**src/rtl/object_pose_bank_if.sv**
```systemverilog
// object_pose_bank_if: steering, clear and read-port signals of the pose bank
interface object_pose_bank_if #(
  parameter int W  = 16,
  parameter int IW = 2
);
  logic          frame_tick;
  logic [IW-1:0] obj_sel;
  logic [11:0]   controlPad;
  logic          obj_clr;
  logic [IW-1:0] rd_idx;
  logic [W-1:0]  Xc, Yc, Zc;
  logic [W-1:0]  angleX, angleY, angleZ;
  logic          upd_done;
  modport master (
    output frame_tick, obj_sel, controlPad, obj_clr, rd_idx,
    input  Xc, Yc, Zc, angleX, angleY, angleZ, upd_done
  );
  modport slave (
    input  frame_tick, obj_sel, controlPad, obj_clr, rd_idx,
    output Xc, Yc, Zc, angleX, angleY, angleZ, upd_done
  );
endinterface

```
**src/rtl/object_pose_bank.sv**
```systemverilog
// object_pose_bank: per-object pose registers steered by controlPad once per frame, with a registered read port
module object_pose_bank #(
  parameter int          W          = 16,
  parameter int          NOBJ       = 4,
  parameter logic [15:0] POS_STEP   = 16'h0020,
  parameter logic [15:0] ANG_STEP   = 16'h0020,
  parameter logic [15:0] Z_INIT     = 16'h0640,
  parameter logic [15:0] POS_LIM    = 16'h1000,
  parameter logic [15:0] Z_MIN      = 16'h0100,
  parameter logic [15:0] Z_MAX      = 16'h3E80,
  parameter logic [15:0] PI_Q       = 16'h6488,
  parameter int          ACC_FRAMES = 8
) (
  input logic             fclk,
  input logic             rst_n,
  object_pose_bank_if.slave bus
);
  localparam int IW = $clog2(NOBJ);
  localparam int HW = $clog2(ACC_FRAMES + 1);
  typedef logic signed [W-1:0] word_t;
  typedef logic signed [W:0]   pos_t;
  typedef logic signed [W+1:0] ang_t;
  typedef struct packed {
    word_t x, y, z, ax, ay, az;
  } pose_t;
  localparam pose_t POSE_RST = '{x: '0, y: '0, z: word_t'(Z_INIT), ax: '0, ay: '0, az: '0};
  localparam pos_t  P_HI   = pos_t'(POS_LIM);
  localparam pos_t  P_LO   = -P_HI;
  localparam pos_t  Z_LO   = pos_t'(Z_MIN);
  localparam pos_t  Z_HI   = pos_t'(Z_MAX);
  localparam pos_t  P_STEP = pos_t'(POS_STEP);
  localparam ang_t  A_STEP = ang_t'(ANG_STEP);
  localparam ang_t  A_PI   = ang_t'(PI_Q);
  localparam ang_t  A_NPI  = -A_PI;
  localparam ang_t  A_2PI  = A_PI + A_PI;
  localparam logic [HW-1:0] HMAX = HW'(ACC_FRAMES);
  function automatic word_t clamp(input word_t v, input pos_t d, input pos_t lo, input pos_t hi);
    pos_t s;
    s = pos_t'(v) + d;
    return s > hi ? word_t'(hi) : s < lo ? word_t'(lo) : word_t'(s);
  endfunction
  function automatic word_t wrap(input word_t a, input ang_t d);
    ang_t s;
    s = ang_t'(a) + d;
    return s > A_PI ? word_t'(s - A_2PI) : s < A_NPI ? word_t'(s + A_2PI) : word_t'(s);
  endfunction
  function automatic pos_t pdir(input logic [1:0] p, input pos_t st);
    return p == 2'b10 ? st : p == 2'b01 ? -st : '0;
  endfunction
  function automatic ang_t adir(input logic [1:0] p, input ang_t st);
    return p == 2'b10 ? st : p == 2'b01 ? -st : '0;
  endfunction
  pose_t         pose_q [NOBJ];
  pose_t         pose_d [NOBJ];
  pose_t         out_q;
  logic [HW-1:0] hold_q, hold_d, hold_nx;
  logic [11:0]   last_pad_q, last_pad_d;
  logic [IW-1:0] last_sel_q, last_sel_d;
  logic          upd_q, upd_d;
  logic          sel_ok, rd_ok, tick, same, fast;
  pos_t          pst;
  ang_t          ast;
  logic [11:0]   pad;
  assign pad     = bus.controlPad;
  assign sel_ok  = {1'b0, bus.obj_sel} < (IW+1)'(NOBJ);
  assign rd_ok   = {1'b0, bus.rd_idx} < (IW+1)'(NOBJ);
  assign tick    = bus.frame_tick & sel_ok;
  assign same    = pad != '0 && pad == last_pad_q && bus.obj_sel == last_sel_q;
  assign hold_nx = same ? (hold_q == HMAX ? hold_q : hold_q + HW'(1)) : '0;
  // The step doubles on the very tick whose updated count reaches the limit
  assign fast    = hold_nx == HMAX;
  assign pst     = fast ? P_STEP + P_STEP : P_STEP;
  assign ast     = fast ? A_STEP + A_STEP : A_STEP;
  always_comb begin
    pose_d     = pose_q;
    hold_d     = hold_q;
    last_pad_d = last_pad_q;
    last_sel_d = last_sel_q;
    upd_d      = tick;
    if (tick) begin
      hold_d     = hold_nx;
      last_pad_d = pad;
      last_sel_d = bus.obj_sel;
    end
    if (sel_ok && bus.obj_clr) begin
      hold_d               = '0;
      pose_d[bus.obj_sel]  = POSE_RST;
    end else if (tick) begin
      pose_d[bus.obj_sel].x  = clamp(pose_q[bus.obj_sel].x, -pdir(pad[9:8], pst), P_LO, P_HI);
      pose_d[bus.obj_sel].y  = clamp(pose_q[bus.obj_sel].y, -pdir(pad[7:6], pst), P_LO, P_HI);
      pose_d[bus.obj_sel].z  = clamp(pose_q[bus.obj_sel].z, pdir(pad[11:10], pst), Z_LO, Z_HI);
      pose_d[bus.obj_sel].ax = wrap(pose_q[bus.obj_sel].ax, adir(pad[5:4], ast));
      pose_d[bus.obj_sel].ay = wrap(pose_q[bus.obj_sel].ay, adir(pad[3:2], ast));
      pose_d[bus.obj_sel].az = wrap(pose_q[bus.obj_sel].az, adir(pad[1:0], ast));
    end
  end
  always_ff @(posedge fclk or negedge rst_n) begin
    if (!rst_n) begin
      for (int i = 0; i < NOBJ; i++) pose_q[i] <= POSE_RST;
      out_q      <= POSE_RST;
      hold_q     <= '0;
      last_pad_q <= '0;
      last_sel_q <= '0;
      upd_q      <= 1'b0;
    end else begin
      pose_q     <= pose_d;
      hold_q     <= hold_d;
      last_pad_q <= last_pad_d;
      last_sel_q <= last_sel_d;
      upd_q      <= upd_d;
      if (rd_ok) out_q <= pose_q[bus.rd_idx];
    end
  end
  assign bus.Xc       = out_q.x;
  assign bus.Yc       = out_q.y;
  assign bus.Zc       = out_q.z;
  assign bus.angleX   = out_q.ax;
  assign bus.angleY   = out_q.ay;
  assign bus.angleZ   = out_q.az;
  assign bus.upd_done = upd_q;
endmodule

```
**src/flat_wrapper.sv**
```systemverilog
// flat-port wrapper written by rule: the top's interface ports become plain ports
module object_pose_bank_flat 
#(
  parameter int          W          = 16,
  parameter int          NOBJ       = 4,
  parameter logic [15:0] POS_STEP   = 16'h0020,
  parameter logic [15:0] ANG_STEP   = 16'h0020,
  parameter logic [15:0] Z_INIT     = 16'h0640,
  parameter logic [15:0] POS_LIM    = 16'h1000,
  parameter logic [15:0] Z_MIN      = 16'h0100,
  parameter logic [15:0] Z_MAX      = 16'h3E80,
  parameter logic [15:0] PI_Q       = 16'h6488,
  parameter int          ACC_FRAMES = 8
)
  (fclk, rst_n, bus_frame_tick, bus_obj_sel, bus_controlPad, bus_obj_clr, bus_rd_idx, bus_Xc, bus_Yc, bus_Zc, bus_angleX, bus_angleY, bus_angleZ, bus_upd_done);
  object_pose_bank_if #(.W(W), .IW(2)) bus_i ();
  input logic fclk;
  input logic rst_n;
  input wire logic [$bits(bus_i.frame_tick)-1:0] bus_frame_tick;
  input wire logic [$bits(bus_i.obj_sel)-1:0] bus_obj_sel;
  input wire logic [$bits(bus_i.controlPad)-1:0] bus_controlPad;
  input wire logic [$bits(bus_i.obj_clr)-1:0] bus_obj_clr;
  input wire logic [$bits(bus_i.rd_idx)-1:0] bus_rd_idx;
  output wire logic [$bits(bus_i.Xc)-1:0] bus_Xc;
  output wire logic [$bits(bus_i.Yc)-1:0] bus_Yc;
  output wire logic [$bits(bus_i.Zc)-1:0] bus_Zc;
  output wire logic [$bits(bus_i.angleX)-1:0] bus_angleX;
  output wire logic [$bits(bus_i.angleY)-1:0] bus_angleY;
  output wire logic [$bits(bus_i.angleZ)-1:0] bus_angleZ;
  output wire logic [$bits(bus_i.upd_done)-1:0] bus_upd_done;
  assign bus_i.frame_tick = bus_frame_tick;
  assign bus_i.obj_sel = bus_obj_sel;
  assign bus_i.controlPad = bus_controlPad;
  assign bus_i.obj_clr = bus_obj_clr;
  assign bus_i.rd_idx = bus_rd_idx;
  assign bus_Xc = bus_i.Xc;
  assign bus_Yc = bus_i.Yc;
  assign bus_Zc = bus_i.Zc;
  assign bus_angleX = bus_i.angleX;
  assign bus_angleY = bus_i.angleY;
  assign bus_angleZ = bus_i.angleZ;
  assign bus_upd_done = bus_i.upd_done;
  object_pose_bank #(.W(W), .NOBJ(NOBJ), .POS_STEP(POS_STEP), .ANG_STEP(ANG_STEP), .Z_INIT(Z_INIT), .POS_LIM(POS_LIM), .Z_MIN(Z_MIN), .Z_MAX(Z_MAX), .PI_Q(PI_Q), .ACC_FRAMES(ACC_FRAMES)) u_core (.fclk(fclk), .rst_n(rst_n), .bus(bus_i));
endmodule
```
**config.mk**
```make
export PLATFORM = sky130hd
export DESIGN_NAME = object_pose_bank_flat
export DESIGN_NICKNAME = d
export VERILOG_FILES = /design/src/rtl/object_pose_bank_if.sv /design/src/rtl/object_pose_bank.sv /design/src/flat_wrapper.sv
export SDC_FILE = /design/constraint.sdc
export NUM_CORES = 1
export LEC_CHECK = 0
export BUFFER_PORTS_ARGS = -buffer_cell sky130_fd_sc_hd__buf_2
export CAP_MARGIN = 20
export CORE_MARGIN = 2
export CORE_UTILIZATION = 65
export DETAILED_ROUTE_END_ITERATION = 10
export GPL_ROUTABILITY_DRIVEN = 0
export GPL_TIMING_DRIVEN = 0
export PLACE_DENSITY_LB_ADDON = 0.2
export SYNTH_ARGS = -nofsm -noshare
export SYNTH_HDL_FRONTEND = slang
export SYNTH_SLANG_ARGS = --single-unit
```
**constraint.sdc**
```tcl
create_clock -name fclk -period 11.52 [get_ports fclk]
set_input_delay 0.576 -clock fclk [delete_from_list [all_inputs] [get_ports fclk]]
set_output_delay 0.576 -clock fclk [all_outputs]
set_load 0.02 [all_outputs]
```
# --- After elaboration in Yosys (flattened, before gate mapping) ---
# Cells that the tools add are included.
word_totals:
  reg_bits: 499
  input_bits: 20
  out_inout_bits: 97
  wordCells: 150
classes:
  n_addsub: 17
  magnitude_cmp: 15
  n_eq_ne: 16
  mux: 58
  n_bitwise: 5
  reduce_logical: 5
ops:
  columns: ["op", "count"]
  rows:
  - ["384-bit bitwise mux", 6]
  - ["96-bit demux with 2-bit select", 7]
  - ["384-bit two-way mux", 2]
  - ["96-bit two-way mux", 6]
  - ["96-bit binary-select mux with 2-bit select", 2]
  - ["372-bit AND", 1]
  - ["372-bit inverter", 1]
  - ["16-bit two-way mux", 13]
  - ["18-bit two-way mux", 6]
  - ["17-bit two-way mux", 6]
  - ["80-bit two-way mux", 1]
  - ["64-bit two-way mux", 1]
  - ["16-bit by 18-bit adder with 18-bit output", 3]
  - ["18-bit by 16-bit greater-than comparator with 1-bit output, second input constant", 3]
  - ["18-bit by 16-bit < comparator with 1-bit output, second input constant", 3]
  - ["16-bit by 17-bit adder with 17-bit output", 3]
  - ["17-bit negation", 3]
  - ["16-bit by 15-bit adder with 16-bit output, second input constant", 3]
  - ["48-bit two-way mux", 1]
  - ["16-bit by 15-bit subtractor with 16-bit output, second input constant", 3]
  - ["17-bit by 14-bit greater-than comparator with 1-bit output, second input constant", 2]
  - ["17-bit by 13-bit < comparator with 1-bit output, second input constant", 2]
  - ["32-bit two-way mux", 1]
  - ["18-bit negation", 1]
  - ["17 further kinds", 36]

# --- Longest topological paths before layout ---
# Gate-level depths: netlist (run 1).
depth:
  depth_word: 22
  depth_mapped: 26

# --- Least setup slack after synthesis (run 1) ---
# Ideal clock, no wire load.
synth_timing:
  path_type: "in2reg"
  start: "input port bus_obj_sel[0]"
  end: "register u_core.pose_q[329] (netlist bit)"
  setup_ns: 0.122
  arrival_time_ns: 5.648
  required_time_ns: 11.398
  setup_slack_ns: 5.750
  path_stages: 24
  path_cell_list: "buf_6 -> buf_6 -> buf_6 -> clkbuf_1 -> xor2_1 -> nor4_1 -> nand3_1 -> nor4_1 -> and2_1 -> clkbuf_1 -> a21o_1 -> inv_1 -> fa_1 -> clkbuf_1 -> inv_1 -> nor3_1 -> a211o_1 -> nand3_1 -> a211o_1 -> o211ai_2 -> a211o_1 -> a21oi_1 -> or3_1 -> a32o_1"
synth_between:
  elab_chain_cells: 17
synth_lines:
  columns: ["element", "line_no", "rtl"]
  rows:
  - ["start, declared", "flat_wrapper.sv:20", "input wire logic [$bits(bus_i.obj_sel)-1:0] bus_obj_sel;"]
  - ["2-bit == test", "object_pose_bank.sv:68", "assign same = pad != '0 && pad == last_pad_q && bus.obj_sel == last_sel_q;"]
  - ["1-bit logical AND", "object_pose_bank.sv:68", null]
  - ["4-bit two-way mux", "object_pose_bank.sv:69", "assign hold_nx = same ? (hold_q == HMAX ? hold_q : hold_q + HW'(1)) : '0;"]
  - ["4-bit == test", "object_pose_bank.sv:71", "assign fast = hold_nx == HMAX;"]
  - ["7-bit two-way mux", "object_pose_bank.sv:73", "assign ast = fast ? A_STEP + A_STEP : A_STEP;"]
  - ["18-bit negation", "object_pose_bank.sv:51", "return p == 2'b10 ? st : p == 2'b01 ? -st : '0;"]
  - ["18-bit two-way mux (2 in series)", "object_pose_bank.sv:51", null]
  - ["16-bit by 18-bit adder with 18-bit output", "object_pose_bank.sv:44", "s = ang_t'(a) + d;"]
  - ["16-bit by 15-bit adder with 16-bit output / 18-bit by 16-bit < comparator with 1-bit output (equally long branches)", "object_pose_bank.sv:45", "return s > A_PI ? word_t'(s - A_2PI) : s < A_NPI ? word_t'(s + A_2PI) : word_t'(s);"]
  - ["16-bit two-way mux (2 in series)", "object_pose_bank.sv:45", null]
  - ["384-bit bitwise mux", "object_pose_bank.sv:92", "pose_d[bus.obj_sel].ax = wrap(pose_q[bus.obj_sel].ax, adir(pad[5:4], ast));"]
  - ["384-bit bitwise mux", "object_pose_bank.sv:93", "pose_d[bus.obj_sel].ay = wrap(pose_q[bus.obj_sel].ay, adir(pad[3:2], ast));"]
  - ["384-bit bitwise mux", "object_pose_bank.sv:94", "pose_d[bus.obj_sel].az = wrap(pose_q[bus.obj_sel].az, adir(pad[1:0], ast));"]
  - ["384-bit two-way mux", "object_pose_bank.sv:88", "end else if (tick) begin"]
  - ["384-bit two-way mux *", "object_pose_bank.sv:85", "if (sel_ok && bus.obj_clr) begin"]
  - ["end signal, assigned", "object_pose_bank.sv:106", "pose_q <= pose_d;"]
  - ["end, declared", "object_pose_bank.sv:53", "pose_t pose_q [NOBJ];"]
# Mark *: on every way between the ends. The rest lies on a longest branch, timed or not. The select of a mux whose other input is x is not followed.
# A chain may end at the register's enable or synchronous reset.

# --- Worst setup path after layout (run 1) ---
layout_timing:
  start: "input port bus_obj_sel[0]"
  end: "register u_core.pose_q[142] (netlist bit)"
# Same word-level chain as after synthesis.

==> impl_metrics.ini, run 1 <==
[timing]
finalHoldViolations = 9
timing.hold.ws_ns = -0.0249
min_period_ns = 7.47
finalSetupViolations = 0
setup_tns_ns = 0
slew_viol_final = 0
worst_pin_slew_ns = 1.26
fin_skew_ns = 0.0132
slew-limit-headroom_pct = 16.0
fin_ws_ns = 4.05
max_freq_ghz = 0.134
fin_crit_sh_pct = 64.9
grt_setup_unrepaired = false

[placement]
placed_area_um2 = 28800
port_buffers = 113
place.detailed.hpwl_mm = 58.3
place_ws_ns = 3.66

[floorplanning]
core_area_um2 = 41800
num_rows = 75
die_y_um = 209
fp.dieW_um = 209
io_pins = 117
initial_core_util_pct = 65.6
die_area_um2 = 43800

[logic_synthesis]
synth_cell_types = 96
ys_async_sr_fraction_pct = 100
synth_nets = 2447
avgSynthCellArea_um2 = 11.7
syn_area_um2 = 27400
synth.top_cell.area_share_pct = 44.2
netlist_instances = 2344
seq_area_frac_synth_pct = 45.7
synthFlopType = dfrtp_1
yosysWarnings = 0
synth_top_area_cell = dfrtp_1
synth-edff-count = 0
yosys-top-cells-area = dfrtp_1, mux4_2, a22o_1
synth-seq-cells = 499

[global_route]
antenna_found_initial = 2
grt_start_max_net_pins = 123
track_usage_pct = 39.5
grt_pass1_vias = 22300
grt_pass1_wl_mm = 130
grt-ovfl-total = 0

[critical_path]
cp.arrival_ns = 7.95
critPathTopFamily = buffers and inverters
cp_common_cell = buf_6
path_buf_inv = 8
start_kind = primary input
path_class = primary input to flop
cp_max_fo = 10
cp.required_ns = 12.00
slowest_stage = nor4_1
max_stage_delay_ns = 0.69
cp-end-kind = flop

[power]
power.leakage_nw = 14.0
cellPowerDensity_nw_per_um2 = 227
p_seq_share_pct = 34.4
sw_frac_of_total_pct = 38.1
power_mw = 6.98
p_int_mw = 4.32
ir_worst_vdd_mv = 0.138
power.share.combinational_pct = 40.3
net-switching-power_mw = 2.66
p_clk_share_pct = 25.3

[clock_network]
cts_setup_buffers = 0
cts_inserted_buffers = 51
cts_root_buffer = clkbuf_16
cts_hold_buffers = 0
path_clk_slew_ns = 0.06
cts_buffer_depth = 3
cts_max_level = 2
clock_latency_ns = 0.61
cts_resized = 0
cts_sinks = 499
cts_tree = built

[route]
vias = 22300
wl_per_cell_um = 27.1
drc = 0
first_pass_iters = 6
wl_mm = 84.2
final_antenna_net_count = 0
drt_iter0_markers = 2850
avgViaCountPerCell = 7.17

[hold_path]
hold_class = primary input to asynchronous set/reset pin

[final_layout]
mostFrequentLayoutCells = dfrtp_1, nand2_1, mux4_2, a22o_1, o21ai_0
syn2layout_area_growth_pct = 12.1
final_common_cell = dfrtp_1
nets = 2629
diodes = 0
postLayoutCellArea_um2 = 30700
drive_above_1_share_pct = 19.3

[flow_run]
cap_violations = 0

[outcome]
violations = hold timing
outcome = complete, but fails checks
worst paths after layout:
path | startpoint | end | slack, ns | cells after the start
max in group asynchronous | rst_n | u_core.bus.angleY[3] | 9.63 | 4
max reg2reg | u_core.last_sel_q[0] | u_core.pose_q[142] | 5.08 | 21
min in group fclk | bus_frame_tick | u_core.bus.upd_done | 0.21 | 1
max | bus_obj_sel[0] | u_core.pose_q[142] | 4.05 | 26
min reg2reg | u_core.pose_q[57] | u_core.pose_q[57] | 0.48 | 2
min | rst_n | u_core.bus.Xc[3] | -0.02 | 1
Yosys cell counts (6+ instances only):
master      n
nor2_2      6
mux4_2    188
o211ai_1   10
dfrtp_1   484
buf_1      30
a31oi_1     9
a21boi_0    7
xor2_1     47
a221o_1    14
nor2b_1    26
o21ai_0   153
buf_2       8
o22ai_1     7
o21ai_1    18
o21a_1     20
or3_1      14
inv_1      62
a211oi_2    6
and3_1     16
nor4_1     16
a211o_1    15
clkbuf_1   96
nand4_1    15
ha_1       79
or2_2       8
dfstp_2    15
nand3_1    34
a21oi_1    61
xnor2_1    35
nor3_1     37
a21o_1     39
a211oi_1    8
nand2b_1   17
mux2_2     15
o31ai_1    13
nand2_1   256
a32o_1     17
and2_1     24
nor2_1    112
a22o_1    175
per-layer routing:
metal | share of wire (%) | global-route usage, % | wire (µm) | up-vias
met1 | 37 | 53.6 | 31100 | 11100
met4 | 6.7 | 23.6 | 5660 | 2
met5 | 0.015 | 0 | 13 | -
li1 | - | - | - | 9262
met3 | 12 | 10.2 | 10000 | 352
met2 | 44 | 58.1 | 37500 | 1546
stage by stage:
step	util, %	cells
6_report	73.5	3106
5_1_grt	73.5	3106
4_1_cts	73.2	3098
3_5_place_dp	69.0	3004
3_3_place_gp	68.5	2996
2_1_floorplan	-	2344
power by group through the flow:
| stage | sequential [mW] | clock [mW] | combinational, mW |
|---|---|---|---|
| 5_1_grt | 2.44 | 1.83 | 3.04 |
| 4_1_cts | 2.39 | 1.77 | 2.75 |
| 3_5_place_dp | 2.42 | 0 | 2.71 |
| 6_report | 2.40 | 1.76 | 2.81 |
| 3_3_place_gp | 2.38 | 0 | 2.62 |
| 2_1_floorplan | 2.44 | 0 | 1.96 |
cell families (layout without fill, tap and decap cells):
group                    count (synthesis)  in the layout  share of synthesized area [%]
AO/OA/AOI/OAI                          646            646                           17.3
XOR/XNOR                                85             85                           2.80
adder cells (fa/ha/maj)                 83             83                           3.90
buffers and inverters                  203            426                           2.96
flip-flops                             499            499                           45.7
multiplexers                           210            210                           16.6
AND/OR/NAND/NOR                        618            618                           10.7
area by class of cell:
cell class              instances  area (µm²)
fillers                      2764       11100
inverters                      63         236
flip-flops and latches        499       12500
repair buffers                129         866
clock buffers                  79        1530
multi-input cells            1642       14100
clock inverters                15         230
plain buffers                 140         573
well taps                     539         674
sequential cells by signal, indices dropped and copies added (netlist names), 2 cells and up:
| signal | flops |
|---|---|
| u_core.bus.angleX | 16 |
| u_core.bus.angleY | 16 |
| u_core.bus.Zc | 16 |
| u_core.last_sel_q | 2 |
| u_core.bus.Xc | 16 |
| u_core.bus.Yc | 16 |
| u_core.last_pad_q | 12 |
| u_core.bus.angleZ | 16 |
| u_core.hold_q | 4 |
| u_core.pose_q | 384 |
Note: power is estimated with default switching activity, not from simulation.
==> run 2, diff against run 1 <==
- CORE_UTILIZATION: 65 -> 63
- clock period: 11.52 -> 7.3 ns (I/O delays scaled with it)
==> run 2 against run 1 <==
Against the previous run:
- the run now ends clean
- worst hold slack improved by 0.11 ns
- largest cell class unchanged
- first-iteration DRC count decreased by 4.8%
- sequential share of layout area fell by 0.051 points
- register-to-register slack got worse by 4.1 ns
- die area is 3.1% higher
- total power up 57%
==> impl_metrics.ini, run 2 (synthesized netlist as in run 1, its figures left out) <==
[outcome]
outcome = finished, final reports clean

[final_layout]
diodes = 0
instances_no_fill = 3151
top_register = u_core.pose_q
nets = 2628
mostFrequentLayoutCells = dfrtp_1, nand2_1, mux4_2, a22o_1, o21ai_0
largest_register_ffs = 384
final_common_cell = dfrtp_1
drive_above_1_share_pct = 19.6
syn2layout_area_growth_pct = 12.2

[critical_path]
timing.rr.start = u_core.last_sel_q[0]
cp_max_fo = 10
crit_chain = buf_2, buf_6, buf_6, buf_6, clkbuf_1, xor2_1, nor4_1, nand3_1, nor4_1, and2_1, a21o_1, inv_1, fa_1, clkbuf_1, inv_1, nor3_1, a211o_1, nand3_1, a211o_1, o211ai_2, a211o_1, o211ai_1, and2_1, a221o_1
path_class = primary input to flop
startpoint = bus_obj_sel[0]
cp-end-kind = flop
critPathCapture = u_core.pose_q[136]
r2r_slack_ns = 1.01
slowest_stage = and2_1
reg2regPathDepth = 19
path_buf_inv = 8
r2r_end = u_core.pose_q[136]
critPathTopFamily = simple AND/OR/NAND/NOR gates
start_kind = primary input
cp.depth = 24
max_stage_delay_ns = 0.67
cp.required_ns = 7.78
cp.arrival_ns = 7.56

[route]
wl_per_cell_um = 26.7
wl_met3_mm = 10.3
drc = 0
top_layer = met5
final_antenna_net_count = 0
avgViaCountPerCell = 7.04
vias = 22200
wl_mm = 84.1
met2_length_mm = 37.0
drt_iter0_markers = 2713
first_pass_iters = 8
wl_met1_mm = 31.2

[global_route]
grt_pass1_wl_mm = 128
antenna_found_initial = 0
grt_start_max_net_pins = 132
track_usage_pct = 37.9
grt-ovfl-total = 0
grt_pass1_vias = 21800

[placement]
dpl.cell_count = 3051
place.detailed.hpwl_mm = 58.6
port_buffers = 113

[clock_network]
cts_resized = 0
cts_setup_buffers = 0
cts_root_buffer = clkbuf_16
cts_inserted_buffers = 52
clock_latency_ns = 0.61
cts_sinks = 499
path_clk_slew_ns = 0.06
cts_tree = built
cts_max_level = 2
cts_buffer_depth = 3

[timing]
fin_skew_ns = 0.0127
slew-limit-headroom_pct = 17.1
worst_pin_slew_ns = 1.24
slew_viol_final = 0
min_period_ns = 7.08
setup_tns_ns = 0
max_freq_ghz = 0.141
finalHoldViolations = 0
timing.hold.ws_ns = 0.0880
finalSetupViolations = 0
grt_setup_unrepaired = false
fin_crit_sh_pct = 96.9

[power]
sw_frac_of_total_pct = 38.3
p_clk_share_pct = 25.2
power.share.combinational_pct = 40.3
net-switching-power_mw = 4.20
cellPowerDensity_nw_per_um2 = 357
p_int_mw = 6.77
power.leakage_nw = 14.0
p_seq_share_pct = 34.6
ir_worst_vdd_mv = 0.215

[hold_path]
hold_class = primary input to flop
worstHoldStart = bus_controlPad[0]

[floorplanning]
fp.dieW_um = 212
die_area_um2 = 45100
die_y_um = 212
core_area_um2 = 43000
initial_core_util_pct = 63.7
num_rows = 76
io_pins = 117

[flow_run]
cap_violations = 0
## run 2: area by class of cell
| cell class | count | area, µm² |
|---|---|---|
| flip-flops and latches | 499 | 12500 |
| repair buffers | 128 | 841 |
| fillers | 2948 | 12300 |
| plain buffers | 139 | 569 |
| well taps | 585 | 732 |
| inverters | 63 | 236 |
| multi-input cells | 1642 | 14100 |
| clock inverters | 25 | 284 |
| clock buffers | 70 | 1490 |
## run 2: worst min-delay path by stage
stage | endpoint | cells after the start
floorplan | u_core.bus.Xc[0] | 0
global placement | u_core.pose_q[153] | 2
detailed placement | u_core.bus.Yc[2] | 1
CTS | u_core.last_pad_q[5] | 2
global route | u_core.last_pad_q[0] | 2
finish | u_core.last_pad_q[0] | 2
## run 2: power groups by stage
stage	Combinational [mW]	Sequential, mW	Clock, mW
3_3_place_gp	4.13	3.76	0
4_1_cts	4.32	3.77	2.77
2_1_floorplan	3.09	3.85	0
6_report	4.42	3.79	2.76
3_5_place_dp	4.28	3.81	0
5_1_grt	4.75	3.85	2.89
## run 2: metrics by stage
stage                     total power, mW  setup WS (ns)  cell area, µm²  util (%)
after floorplan                      6.94           1.74           27400         -
after global placement               7.89          -3.74           28700      66.7
after detailed placement             8.09         -0.204           28900      67.2
after CTS                            10.9          0.408           30700      71.4
after global routing                 11.5        0.00903           30700      71.5
final                                11.0          0.224           30700      71.5
## run 2: timing repair
| action | CTS | global route |
|---|---|---|
| hold buffers | 2 | 0 |
| hold endpoints to repair | 64 | 0 |
| setup endpoints to repair | 0 | 50 |
## run 2: metal layers
layer,up-vias,track usage (%)
li1,9253,-
met1,11100,50.9
met2,1484,55.4
met3,346,11.4
met4,2,21.7
met5,-,1.00
